$ cat config.mk
export PLATFORM = sky130hd
export DESIGN_NAME = manchester_beacon
export DESIGN_NICKNAME = d
export VERILOG_FILES = /design/src/rtl/manchester_pkg.sv /design/src/rtl/manchester_tick.sv /design/src/rtl/manchester_beacon.sv
export SDC_FILE = /design/constraint.sdc
export NUM_CORES = 1
export LEC_CHECK = 0
export ABC_AREA = 1
export CORE_MARGIN = 2
export CORE_UTILIZATION = 45
export CTS_CLUSTER_SIZE = 24
export DETAILED_ROUTE_END_ITERATION = 7
export GPL_TIMING_DRIVEN = 1
export PLACE_DENSITY = 0.72
export SETUP_SLACK_MARGIN = 0.5
export SLEW_MARGIN = 20
export SYNTH_ARGS = -nofsm -noshare
export SYNTH_HDL_FRONTEND = slang
export SYNTH_SLANG_ARGS = --single-unit
$ cat constraint.sdc
create_clock -name clk -period 2.5 [get_ports clk]
set_input_delay 0.5 -clock clk [delete_from_list [all_inputs] [get_ports clk]]
set_output_delay 0.5 -clock clk [all_outputs]
set_load 0.05 [all_outputs]
$ cat src/rtl/manchester_pkg.sv
// Shared types and constants for the Manchester beacon transmitter.
package manchester_pkg;

    typedef enum logic [2:0] {
        IDLE,
        PRE,
        SYNC,
        DATA,
        GAP
    } state_e;

    // Four half-bits high-high-low-low: illegal as data under either convention.
    localparam logic [3:0] SYNC_PAT = 4'b1100;

endpackage

$ cat src/rtl/manchester_tick.sv
// Half-bit timebase: down-counter that pulses once every (div+1) clocks while running.
module manchester_tick #(
    parameter int DIV_W = 8
) (
    input  logic             clk,
    input  logic             rst_n,
    input  logic             clr,
    input  logic             run,
    input  logic [DIV_W-1:0] load_val,
    input  logic [DIV_W-1:0] reload,
    output logic             tick
);

    logic [DIV_W-1:0] cnt_q, cnt_d;

    assign tick = run && (cnt_q == '0);

    // NOTE: every signal written in always_comb gets a default first, so no path can infer a latch.
    always_comb begin
        cnt_d = cnt_q;
        if (clr) begin
            cnt_d = load_val;
        end else if (run) begin
            cnt_d = (cnt_q == '0) ? reload : cnt_q - 1'b1;
        end
    end

    // NOTE: sequential state uses non-blocking assignments so all flops update from pre-edge values.
    always_ff @(posedge clk or negedge rst_n) begin
        if (!rst_n) begin
            cnt_q <= '0;
        end else begin
            cnt_q <= cnt_d;
        end
    end

endmodule

$ cat src/rtl/manchester_beacon.sv
// Framed Manchester transmitter: preamble, sync violation, MSB-first payload, idle gap.
module manchester_beacon
    import manchester_pkg::*;
#(
    parameter int WIDTH    = 8,
    parameter int DIV_W    = 8,
    parameter int PRE_BITS = 4,
    parameter int GAP_BITS = 2
) (
    input  logic             clk,
    input  logic             rst_n,
    input  logic             en,
    input  logic             src_sel,
    input  logic             ieee,
    input  logic [DIV_W-1:0] div,
    input  logic [WIDTH-1:0] data,
    input  logic             data_valid,
    output logic             data_ready,
    output logic             tx,
    output logic             busy,
    output logic             frame_done
);

    // SYNC is counted as two bit-times, so the counter must reach at least 1.
    localparam int MAX_PW = (PRE_BITS > WIDTH) ? PRE_BITS : WIDTH;
    localparam int MAX_PWG = (MAX_PW > GAP_BITS) ? MAX_PW : GAP_BITS;
    localparam int MAXB = (MAX_PWG > 2) ? MAX_PWG : 2;
    localparam int CNT_W = $clog2(MAXB);

    state_e             state_q, state_d;
    logic               phase_q, phase_d;
    logic [CNT_W-1:0]   bit_q, bit_d;
    logic [WIDTH-1:0]   shift_q, shift_d;
    logic [WIDTH-1:0]   cnt_q, cnt_d;
    logic [DIV_W-1:0]   div_q, div_d;
    logic               ieee_q, ieee_d;
    logic               src_q, src_d;
    logic               tx_q, tx_d;
    logic               start;
    logic               tick;

    function automatic logic half_level(state_e st, logic ph, logic b0, logic msb, logic iee);
        logic [1:0] idx;
        idx = ~{b0, ph};
        case (st)
            PRE:     half_level = ph ? iee : ~iee;
            SYNC:    half_level = SYNC_PAT[idx];
            DATA:    half_level = msb ^ ph ^ iee;
            default: half_level = 1'b0;
        endcase
    endfunction

    assign busy       = (state_q != IDLE);
    assign data_ready = (state_q == IDLE) && en && src_sel;
    assign tx         = tx_q;

    manchester_tick #(.DIV_W(DIV_W)) u_tick (
        .clk      (clk),
        .rst_n    (rst_n),
        .clr      (start),
        .run      (busy),
        .load_val (div),
        .reload   (div_q),
        .tick     (tick)
    );

    always_comb begin
        state_d    = state_q;
        phase_d    = phase_q;
        bit_d      = bit_q;
        shift_d    = shift_q;
        cnt_d      = cnt_q;
        div_d      = div_q;
        ieee_d     = ieee_q;
        src_d      = src_q;
        tx_d       = tx_q;
        start      = 1'b0;
        frame_done = 1'b0;

        if (state_q == IDLE) begin
            if (en && (!src_sel || (data_valid && data_ready))) begin
                start   = 1'b1;
                state_d = PRE;
                phase_d = 1'b0;
                bit_d   = '0;
                div_d   = div;
                ieee_d  = ieee;
                src_d   = src_sel;
                shift_d = src_sel ? data : cnt_q;
            end
        end else if (tick) begin
            if (!phase_q) begin
                phase_d = 1'b1;
            end else begin
                phase_d = 1'b0;
                bit_d   = bit_q + 1'b1;
                case (state_q)
                    PRE: if (bit_q == CNT_W'(PRE_BITS - 1)) begin
                        state_d = SYNC;
                        bit_d   = '0;
                    end
                    SYNC: if (bit_q == CNT_W'(1)) begin
                        state_d = DATA;
                        bit_d   = '0;
                    end
                    DATA: begin
                        shift_d = shift_q << 1;
                        if (bit_q == CNT_W'(WIDTH - 1)) begin
                            state_d = GAP;
                            bit_d   = '0;
                        end
                    end
                    GAP: if (bit_q == CNT_W'(GAP_BITS - 1)) begin
                        state_d    = IDLE;
                        bit_d      = '0;
                        frame_done = 1'b1;
                        if (!src_q) cnt_d = cnt_q + 1'b1;
                    end
                    default: ;
                endcase
            end
        end

        // tx is registered, so it is loaded with the level of the half-bit about to begin.
        if (start) begin
            tx_d = half_level(PRE, 1'b0, 1'b0, 1'b0, ieee);
        end else if (tick) begin
            tx_d = half_level(state_d, phase_d, bit_d[0], shift_d[WIDTH-1], ieee_q);
        end
    end

    always_ff @(posedge clk or negedge rst_n) begin
        if (!rst_n) begin
            state_q <= IDLE;
            phase_q <= 1'b0;
            bit_q   <= '0;
            shift_q <= '0;
            cnt_q   <= '0;
            div_q   <= '0;
            ieee_q  <= 1'b0;
            src_q   <= 1'b0;
            tx_q    <= 1'b0;
        end else begin
            state_q <= state_d;
            phase_q <= phase_d;
            bit_q   <= bit_d;
            shift_q <= shift_d;
            cnt_q   <= cnt_d;
            div_q   <= div_d;
            ieee_q  <= ieee_d;
            src_q   <= src_d;
            tx_q    <= tx_d;
        end
    end

endmodule
Word-level counts from Yosys, hierarchy flattened
Index checks and enable logic that the tools add are counted.
{"block": "totals", "register_bits": 42, "output_inout_bits": 4}
{"block": "classes", "eq_ne": 11, "n_reduce_logical": 20, "muxes": 43, "bitwise_logic": 7, "addsub": 3, "order_cmp": 1}
{"op": "$mux W8", "n": 9}
{"op": "$mux W3", "n": 15}
{"op": "$eq A3 B2 Y1 const B", "n": 5}
{"op": "$mux W1", "n": 15}
{"op": "$pmux W3 S4", "n": 1}
{"op": "$reduce_bool A2 Y1", "n": 5}
{"op": "$eq A3 B1 Y1 const B", "n": 3}
{"op": "$pmux W3 S3", "n": 1}
{"op": "$add A8 B1 Y8 const B", "n": 1}
{"op": "$logic_not A8 Y1", "n": 1}
{"op": "$sub A8 B1 Y8 const B", "n": 1}
{"op": "$eq A3 B3 Y1 const B", "n": 2}
{"op": "$reduce_and A6 Y1", "n": 1}
{"op": "$logic_and A1 B1 Y1", "n": 5}
{"op": "$not A1 Y1", "n": 4}
{"op": "$reduce_and A4 Y1", "n": 1}
{"op": "$add A3 B1 Y3 const B", "n": 1}
{"op": "$logic_not A3 Y1", "n": 1}
{"op": "$lt A2 B3 Y1 const B", "n": 1}
{"op": "$pmux W1 S3", "n": 1}
{"op": "$reduce_and A3 Y1", "n": 1}
{"op": "$reduce_bool A3 Y1", "n": 1}
{"op": "$bmux W1 S2", "n": 1}
{"op": "$ne A2 B1 Y1 const B", "n": 1}
{"op": "6 further kinds", "n": 7}

Longest topological paths before layout
{"block": "logic_depth", "depth_word": 14, "mapped_depth": 15, "depth_no_buf": 15}

Hierarchy
A second synthesis with hierarchy kept.
{"block": "unflattened", "hier_cells": 338, "area_unflattened_um2": 2625.0}
{"mod": "manchester_beacon", "seq_area_each_um2": 850.8, "cells_each": 238, "n_inst": 1, "area_each_um2": 1979.4}
{"mod": "manchester_tick", "seq_area_each_um2": 200.2, "cells_each": 100, "n_inst": 1, "area_each_um2": 645.6}

Least setup slack after synthesis
Ideal clock, no wire load.
{"block": "synth_timing", "path_type": "register to output", "start": "reg u_tick.cnt_q[0]", "end": "out frame_done", "slack_ns": -0.151, "path_buffers": 0, "stages_incl_launch_ff": 9, "arrival_time_ns": 2.151, "path_cell_list": "dfrtp_1 -> inv_1 -> ha_1 -> inv_1 -> nor2_4 -> nand3_4 -> inv_1 -> nand2_1 -> nor3_1"}
{"block": "synth_via", "elab_chain_cells": 4}
{"element": "start, declared", "line": "manchester_tick.sv:14", "rtl": "logic [DIV_W-1:0] cnt_q, cnt_d;"}
{"element": "start signal, assigned", "line": "manchester_tick.sv:33", "rtl": "cnt_q <= cnt_d;"}
{"element": "$logic_not A8 Y1", "line": "manchester_tick.sv:16", "rtl": "assign tick = run && (cnt_q == '0);"}
{"element": "$logic_and A1 B1 Y1", "line": "manchester_tick.sv:16"}
{"element": "$mux W1", "line": "manchester_beacon.sv:91", "rtl": "end else if (tick) begin"}
{"element": "$mux W1", "line": "manchester_beacon.sv:80", "rtl": "if (state_q == IDLE) begin"}
{"element": "end, declared", "line": "manchester_beacon.sv:21", "rtl": "output logic frame_done"}
No other way between the ends.

Final worst setup path
{"block": "layout_timing", "start": "reg u_tick.cnt_q[4]", "end": "out frame_done"}
The elaborated chain is that of the path after synthesis.

==> metrics.md <==
| Metric | Value |
|---|---|
| Later-pin clock latency in the skew report | `0.30 ns` |
| Initial drt markers | `183` |
| Design area | `3201 um^2` |
| Switching Share | `a little under two fifths` |
| CP Data Arrival Time | `1.60 ns` |
| Met3 Use GR | `around 4.0%` |
| Slowest-stage cell, CP | `dfrtp_1` |
| Worst Setup SP | `u_tick.cnt_q[4]` |
| Die X | `around 79 um` |
| Max Clk Rate | `roughly 480 MHz` |
| WP buf/inv | `3` |
| Worst slew margin | `67.55%` |
| Nets | `just over 400` |
| Final hold vios | `0` |
| Worst VDD drop | `0.0005200 V` |
| Cell chain of the critical path | `inv_1 -> nand2_1 -> nor2_4 -> nand3_4 -> inv_4 -> nand2_4 -> nor3_4 -> buf_12` |
| Critical Path Max Stage Delay | `about 0.44 ns` |
| Total track usage | `roughly a fifth` |
| Syn_area_per_cell | `7.768 um^2` |
| Logic pwr share | `41.2%` |
| YS warnings | `0` |
| Worst Tran Pin Value | `a little under 0.5 ns` |
| GR Layer Usage met2 | `33.16%` |
| Worst-case reg-to-reg path depth | `14` |
| Sequential share of the synthesized area | `42.02%` |
| DR pass1 iterations | `4` |
| RSZ-0062 raised after global routing | `true` |
| Clock Sinks | `42` |
| RePlAce Congestion | `0.8827` |
| Number of port buffers | `25` |
| Final setup violation count | `0` |
| Met1 Use GR | `27.07%` |
| Initial antenna violation count | `0` |
| Clock root cell | `clkbuf_8` |
| Switching pwr | `approximately 1000 uW` |
| Min Clock Period, post-route | `2.096 ns` |
| Final wirelength | `5694 um` |
| Total number of vias | `around 2,200` |
| Tcrit/Tclk final | `a little over four fifths` |
| IO Count | `26` |
| Kind of critical path | `register to output pin` |
| Post-synth cell types | `37` |
| CTS tree | `done` |
| Diode count | `0` |
| Top Usage Layer GRT | `met2` |
| FILL cells | `489` |
| Post-Syn Area | `2501 um^2` |
| Capturing point of the worst reg2reg path | `tx` |
| WHS | `0.1659 ns` |
| Int Power | `~1.6 mW` |
| Final ANT Viol Nets | `0` |
| Area delta synth->final | `27.96%` |
| H-tree depth | `2` |
| Skew final | `0.007897 ns` |
| Post-Synthesis Cells | `322` |
| Reg2Reg Setup Slack | `just over 0.5 ns` |
| WL/cell | `about 13 um` |
| DIE AREA | `6170 um^2` |
| CTS buffer count | `5` |
| Rows | `27` |
| Global-route wire length before repair | `~10000 um` |
| Final setup margin | `0.4044 ns` |
| Status | `completed` |
| Reg power frac | `40.9%` |
| Clock power share | `17.9%` |
| Hpwl dp | `approximately 4000 um` |
| Critical path required time | `2.00 ns` |
| Vias in the first global route | `around 2,200` |
| DRC Markers | `0` |
| Placeable core area | `5439 um^2` |
| Vias/cell | `5.004` |
| Max Cap Viol | `0` |
| Clock transition at path regs | `around 0.08 ns` |
| Sequential cell area | `approximately 1100 um^2` |
| Post-route insts no fill | `447` |
| Pins over their slew limit | `0` |
| Critical R2R Launch | `state_q[1]` |
| Family with the most delay on the worst path | `simple AND/OR/NAND/NOR gates` |
| Fin Setup TNS | `0 ns` |
| Grt ovf | `0` |
| Crit Path Max Fanout | `4` |
| Die H | `78.55 um` |
| Pin count of the biggest net entering global routing | `43` |
| Placed cell area | `~3000 um^2` |
| Clock buffer depth | `2` |
| Worst Setup End Kind | `output pin` |
| Syn nets | `353` |
| Pre-CTS setup slack | `0.2077 ns` |
| Placed Instances | `421` |
| CP Launch Type | `register` |
| Starting Density | `45.99%` |
| Synthesized flop and latch total | `42` |
| Leakage | `1.655 nW` |
| HP Class | `input port to asynchronous set/reset pin` |
| Area of the multi-input gates | `1303 um^2` |
| PwrDens | `796.8 nW/um^2` |
| Layout cell share with drive strength beyond 1 | `roughly 20%` |
area by class of cell:
class | instances | area share (%)
well taps | 72 | 2.815
clock inverters | 1 | 0.1564
flip-flops and latches | 42 | 32.92
inverters | 49 | 6.059
repair buffers | 49 | 14.66
multi-input cells | 227 | 40.70
clock buffers | 7 | 2.697
worst max path at each step:
stage	cells past startpoint	to	slack, ns
global route	9	frame_done	0.30
finish	8	frame_done	0.40
floorplan	6	frame_done	0.50
global placement	14	tx	0.28
detailed placement	13	tx	0.21
CTS	9	frame_done	0.40
registers in the layout, indices dropped and copies added, names as in the netlist, 3 cells and up:
| name | count |
|---|---|
| cnt_q | 8 |
| div_q | 8 |
| bit_q | 3 |
| shift_q | 8 |
| state_q | 3 |
| u_tick.cnt_q | 8 |
metrics by stage:
stage	util, %	total power, mW
floorplan	-	1.775
CTS	56.84	2.524
global route	58.85	2.766
finish	58.85	2.550
global placement	53.55	1.998
detailed placement	53.55	2.030
placed cells by master (no fill, tap or decap), types with 6 or more instances in the layout:
cell	instances
buf_4	21
clkbuf_8	6
clkdlybuf4s50_1	20
dfrtp_1	40
ha_1	8
inv_1	35
inv_2	11
nand2_1	95
nand3_1	21
nor2_1	27
o21ai_0	17
xor2_1	8
power by group through the flow:
stage	clock, mW	sequential, mW	combinational (mW)
final	0.457	1.04	1.05
after global routing	0.500	1.07	1.19
after global placement	0	1.07	0.930
after floorplan	0	1.06	0.711
after CTS	0.469	1.04	1.02
after detailed placement	0	1.07	0.957
cells in the mapped netlist (all sizes together):
cell       n  share of area [%]
nand4      3                1.0
o311ai     3                1.1
o21ai     19                3.8
xor2       8                2.8
dfrtp     42                 42
buf        4                1.1
o211ai     4                1.2
o221ai     1               0.35
mux2       1               0.45
inv       49                7.5
nor3       3               0.80
a31oi      2               0.50
a21oi      6                1.7
o22ai      1               0.25
nor2      33                6.6
o32ai      1               0.35
a22oi      2               0.60
o2111ai    3                1.1
o21a       1               0.30
nand2    102                 16
a22o       1               0.35
nand3     22                4.9
mux2i      2               0.80
ha         9                4.5
worst register-to-register path, cell delays in order (launching register included):
cell and delay, ns:
dfrtp_2 0.46, nor2_4 0.20, nand2_4 0.12, nand3_4 0.13
inv_4 0.05, buf_4 0.13, ha_1 0.26, nand2_1 0.09
nand2_1 0.07, nand2_1 0.08, nand2_1 0.05, nand2_1 0.05
nand3_1 0.08, nand2_1 0.08, a21oi_2 0.05
logic make-up after synthesis:
kind of cell / synth area share, %
simple gates: 29.41
buf+inv: 8.554
compound gates: 11.46
flops: 42.02
fa+ha+maj: 4.502
xor+xnor: 2.802
mux: 1.251
timing repair:
item                       in CTS  in global routing
hold buffers                    0                  0
setup endpoints to repair       5                 24
buffers inserted               10                  8
resized for setup               9                 18
pin swaps                       3                  3
routing by layer:
layer	part of all wire, %	routed length [um]
met1	47	2656
met2	48	2709
met3	4.5	256
met4	1.3	72
met5	0	0
Power figures use the tool's default switching activity.
